## src/rtl/carry_resolve_seq.sv

```systemverilog
// carry_resolve_seq: resolves a 64-bit carry-save pair (s, c) into a binary sum
// by iterating s^c / (s&c)<<1 until no carry remains, with valid/ready at both ends.
module carry_resolve_seq (
    input  logic        clk,
    input  logic        rst,
    input  logic        in_valid,
    output logic        in_ready,
    input  logic [63:0] in_s,
    input  logic [63:0] in_c,
    output logic        out_valid,
    input  logic        out_ready,
    output logic [63:0] out_sum,
    output logic        out_cout,
    output logic [6:0]  out_iters
);

    localparam logic [1:0] IDLE    = 2'd0;
    localparam logic [1:0] RESOLVE = 2'd1;
    localparam logic [1:0] HOLD    = 2'd2;

    logic [1:0]  state;
    logic [63:0] s;
    logic [63:0] c;
    logic        cout;
    logic [6:0]  iters;
    logic        hold;

    // Accept an operand pair, ripple one carry step per cycle, then hold the result.
    always_ff @(posedge clk or posedge rst) begin
        if (rst) begin
            state <= IDLE;
            s     <= '0;
            c     <= '0;
            cout  <= 1'b0;
            iters <= '0;
        end else begin
            case (state)
                IDLE: begin
                    if (in_valid) begin
                        s     <= in_s;
                        c     <= in_c;
                        cout  <= 1'b0;
                        iters <= '0;
                        state <= RESOLVE;
                    end
                end
                RESOLVE: begin
                    if (c == '0) begin
                        state <= HOLD;
                    end else begin
                        s     <= s ^ c;
                        c     <= {s[62:0] & c[62:0], 1'b0};
                        cout  <= cout | (s[63] & c[63]);
                        iters <= iters + 7'd1;
                    end
                end
                HOLD: begin
                    if (out_ready) begin
                        state <= IDLE;
                    end
                end
                default: state <= IDLE;
            endcase
        end
    end

    // Outputs decode from registered state only; results are masked outside HOLD.
    assign hold      = (state == HOLD);
    assign in_ready  = (state == IDLE);
    assign out_valid = hold;
    assign out_sum   = hold ? s : '0;
    assign out_cout  = hold & cout;
    assign out_iters = hold ? iters : '0;

endmodule

```

## config.mk

```make
export PLATFORM = sky130hd
export DESIGN_NAME = carry_resolve_seq
export DESIGN_NICKNAME = d
export VERILOG_FILES = /design/src/rtl/carry_resolve_seq.sv
export SDC_FILE = /design/constraint.sdc
export NUM_CORES = 1
export LEC_CHECK = 0
export BUFFER_PORTS_ARGS = -buffer_cell sky130_fd_sc_hd__buf_2
export CORE_MARGIN = 10
export CORE_UTILIZATION = 25
export DETAILED_ROUTE_END_ITERATION = 8
export PLACE_DENSITY = 0.56
export SYNTH_ARGS = -nofsm -noshare
export SYNTH_HDL_FRONTEND = slang
export SYNTH_SLANG_ARGS = --single-unit
export TNS_END_PERCENT = 10
```

## constraint.sdc

```tcl
create_clock -name clk -period 3.9 [get_ports clk]
set_clock_uncertainty 0.1 [all_clocks]
set_input_delay 0.39 -clock clk [delete_from_list [all_inputs] [get_ports clk]]
set_output_delay 0.39 -clock clk [all_outputs]
set_load 0.01 [all_outputs]
```

-- After elaboration in Yosys (flattened, before gate mapping)
Cells that the tools add are included.
- register bits: 138
- latch bits: 0
- bits in writable memories: 0
- bits in read-only memories: 0
- input port bits: 132
- output and inout port bits: 74
- logic and storage cells: 40
- memories: 0
- add/sub/neg operators: 1
- multiply operators: 0
- div/mod/pow operators: 0
- $lt $le $gt $ge: 0
- eq/ne operators: 6
- shift operators: 0
- muxes and demuxes: 18
- bitwise gates (word level): 5
- reductions and logical operators: 5
- operator list (kind ; count):
    64-bit 2-to-1 mux ; 5
    64-bit one-hot mux with 2 select lines ; 2
    64-bit logical NOT ; 1
    64-bit bitwise XOR ; 1
    63-bit AND ; 1
    7-bit 2-to-1 mux ; 3
    7-bit one-hot mux with 2 select lines ; 1
    2-bit inequality test, second input constant ; 4
    7-bit by 1-bit adder with 7-bit output, second input constant ; 1
    2-bit 2-to-1 mux ; 3
    2-bit one-hot mux with 3 select lines ; 1
    3-bit AND reduction ; 2
    1-bit AND ; 2
    2-bit by 1-bit equality test with 1-bit output, second input constant ; 1
    2-bit equality test, second input constant ; 1
    2-bit logical NOT ; 1
    1-bit 2-to-1 mux ; 2
    1-bit one-hot mux with 2 select lines ; 1
    2-bit nonzero test ; 1
    1-bit bitwise OR ; 1

-- Longest topological paths before layout
- depth in word-level cells: 4
- mapped depth: 8
- gate-level depth less buffers: 5

-- Worst setup path before layout
Ideal clock, no wire load.
- path kind: flip-flop to flip-flop
- from: reg c[29]
- to: reg c[63]
- setup time: 0.123 ns
- arrival: 1.980 ns
- required time: 3.677 ns
- slack: 1.697 ns
- stages on the path, launching flop included: 8
- buffers on the path: 2
- clock period less this slack: 2.203 ns
- cells stage by stage: dfrtp_1 -> nor4_1 -> nand4_1 -> nor4_4 -> buf_4 -> buf_2 -> o21ai_2 -> o221a_2
- cells in the longest elaborated chain, start to end: 3
- RTL lines (what ; line ; RTL):
    from (decl) ; 23 ; logic [63:0] c;
    from (signal assigned) ; 41 ; c <= in_c;
    from (signal assigned) ; 52 ; c <= {s[62:0] & c[62:0], 1'b0};
    64-bit logical NOT ; 48 ; if (c == '0) begin
    2-bit inequality test (no line) ; n/a ;
    3-bit AND reduction (no line) ; n/a ;
Every way passes these cells.
A chain may end at the register's enable or synchronous reset.

-- Worst setup path in the final report
- from: reg c[55]
- to: reg c[63]
Same word-level chain as after synthesis.

==> impl_metrics.yaml <==
status:
  status: "completed"
logic_synthesis:
  synthTopCellsByArea: "dfrtp_1 43%, o221a_2 18%, ha_1 10%"
  synth_xor_area_share_pct: 0
  synthAdderAreaFrac_pct: 10.1
  synthArstFlopShare_pct: 100
  netlist_top_cells_count: "138 x dfrtp_1, 127 x o221a_2, 125 x nor2_1, 125 x o21ai_0, 72 x and2_1"
  yosysUniqueCellTypes: 31
  synth_top_family_by_area: "compound AO/OA/AOI/OAI gates"
  yosysWarnings: 0
  yosys.area.top_type: "dfrtp_1"
  muxShareOfSynthArea_pct: 0.124
  seq_area_frac_synth_pct: 42.9
  synth_top_area_share_pct: 42.9
  synthFlopType: "dfrtp_1"
  synthCells: 796
  ys_seq_elements: 138
  yosys.cell_count.top_type: "dfrtp_1"
  synth_edf_count: 0
  syn-mean-instance-area_um2: 10.1
  syn_nets: 993
  synth_compound_area_share_pct: 26.7
  syn_area_mm2: 0.00806
  synthSimpleGateAreaFrac_pct: 15.2
setup_path:
  critPathSlowestCell: "nor4_1"
  cp_cell_sequence: "nor4_1 > buf_4 > nand4_1 > nor4_4 > buf_12 > o21ai_2 > o221a_2"
  crit_path_end_kind: "flop"
  crit_family: "simple AND/OR/NAND/NOR gates"
  cp.required_ns: 4.12
  worstSetupStartpointType: "flop"
  cp.arrival_ns: 3.25
  critPathBufInv: 2
  crit_type: "flop to flop"
  r2r_cells: 7
  crit_fanout: 92
  cp_num_cells: 7
  max_stage_delay_ns: 0.55
floorplanning:
  die_h_um: 200
  io_pins: 206
  start_util_pct: 25.5
  coreArea_mm2: 0.0316
  rows: 65
  fp.dieW_um: 200
  die_area_mm2: 0.0398
cts:
  numCtsBuffers: 17
  clock-root-buffer: "clkbuf_16"
  post_cts_resized: 0
  hold_buffers: 1
  cts_buffer_depth: 2
  clkTransAtPathRegs_ns: 0.07
  tritoncts: "yes"
  cts-htree-levels: 4
  post_cts_buffers: 0
  clkSinkCount: 138
  clk_latency_ns: 0.43
route:
  num_vias: 7064
  first_pass_iters: 5
  avgRoutedWirePerCell_um: 21.0
  wirelength_um: 28900
  drc: 0
  post_drt_via_cell_ratio: 5.14
  ant_nets: 0
  drt_iter0_drc: 479
layout:
  nFillCells: 3242
  final_util_pct: 31.5
  regArea_mm2: 0.00345
  areaGrowthSynthToFinish_pct: 23.8
  finalNonFillerCells: 1373
  drive_above_1_share_pct: 39.7
  final_nets: 1154
  multi_input_comb_area_mm2: 0.00423
timing:
  max_freq_ghz: 0.330
  finalHoldViolCount: 0
  hold_ws_ns: 0.105
  fin_tns_setup_ns: 0
  slew_headroom_pct: 45.7
  grt_setup_unrepaired: "no"
  slew_viol_final: 0
  setup_ws_ns: 0.873
  finalSetupViolations: 0
  finalCritPeriodShare_pct: 77.6
  tightest_slew_ns: 0.807
  finalCriticalPeriod_ns: 3.03
placement:
  gp_congestion: 0.752
  dp_slack_ns: 0.848
  placed_cells_incl_taps: 1339
  hpwl_um: 19400
  port_buffers: 205
global_route:
  grt-ovfl-total: 0
  top_usage_layer: "met2"
  met1_usage_pct: 19.6
  grt_use_met2_pct: 22.0
  grt_first_pass_wirelength_um: 44100
  grtUsageTotal_pct: 14.4
  grt_util_met3_pct: 3.48
  grt_max_degree: 94
  grt_pass1_vias: 7261
  antenna_found_initial: 3
pwr:
  power_density_mw_per_mm2: 727
  p_leak_uw: 0.00459
  ir_drop_mv: 0.297
min_path:
  whs_path_depth: 3
  holdCritPathClass: "primary input to flop"
run:
  cap_violations: 0
## final cells by class
class,instances,share of cell area [%]
multi-input combinational,575,42.4
sequential,138,34.6
clock inverter,10,0.941
antenna,1,0.0251
timing repair buffer,220,12.1
inverter,5,0.226
tap,402,5.04
clock buffer,22,4.65
## routing by layer
| metal | share of wire [%] | vias to the layer above |
|---|---|---|
| met5 | 0.069 | - |
| met3 | 6.0 | 26 |
| met1 | 47 | 3509 |
| met4 | 1.6 | 2 |
| met2 | 45 | 198 |
| li1 | - | 3329 |
## final timing paths
| path | end | slack, ns | from |
|---|---|---|---|
| max reg2reg | c[63] | 0.87 | c[55] |
| min in group asynchronous | s[5] | 0.36 | rst |
| max in group asynchronous | s[36] | 2.64 | rst |
| min reg2reg | iters[6] | 0.40 | iters[6] |
| max | c[63] | 0.87 | c[55] |
| min | c[0] | 0.11 | in_c[0] |
## kinds of logic after synthesis
family,after synthesis
mux,1
flops,138
buf+inv,83
simple gates,245
compound gates,264
fa+ha+maj,65
## state kept, by name, summed over array words and instances (netlist names)
| name | count |
|---|---|
| c | 64 |
| s | 64 |
| iters | 7 |
| state | 2 |
| cout | 1 |
## cell usage in the layout, fill, tap and decap left out, types with 2 or more instances in the layout
master | netlist | layout
o221a_2 | 127 | 127
a22o_1 | 2 | 2
nand3_1 | 5 | 5
inv_1 | 5 | 4
clkbuf_16 | 0 | 17
or3_1 | 6 | 6
clkbuf_8 | 0 | 2
ha_1 | 65 | 65
clkbuf_1 | 61 | 3
or4_1 | 3 | 3
buf_12 | 0 | 5
nor4_1 | 16 | 16
dfrtp_1 | 138 | 138
clkinv_4 | 0 | 2
o21ai_0 | 125 | 125
nand2_1 | 6 | 5
and2_1 | 72 | 72
clkinvlp_4 | 0 | 4
clkinv_2 | 0 | 3
o211ai_1 | 5 | 5
buf_2 | 5 | 205
nand4_1 | 5 | 5
nor2_1 | 125 | 124
buf_4 | 1 | 9
## metrics by stage
stage          cell area [um2]  power [uW]
6_report                  9970        7250
5_1_grt                   9970        7870
4_1_cts                   9970        7340
3_5_place_dp              9400        5700
3_3_place_gp              9400        5620
2_1_floorplan             8060        4840
## worst min-delay path: stages
cell and delay (ns):
buf_2 0.08, nand2_1 0.06, o21ai_0 0.07
## power breakdown
group          internal, uW  leakage [uW]  switching, uW
clock                   912      0.000266            676
combinational          1600       0.00262           1200
sequential             2160       0.00170            705
Note: power is estimated with default switching activity, not from simulation.
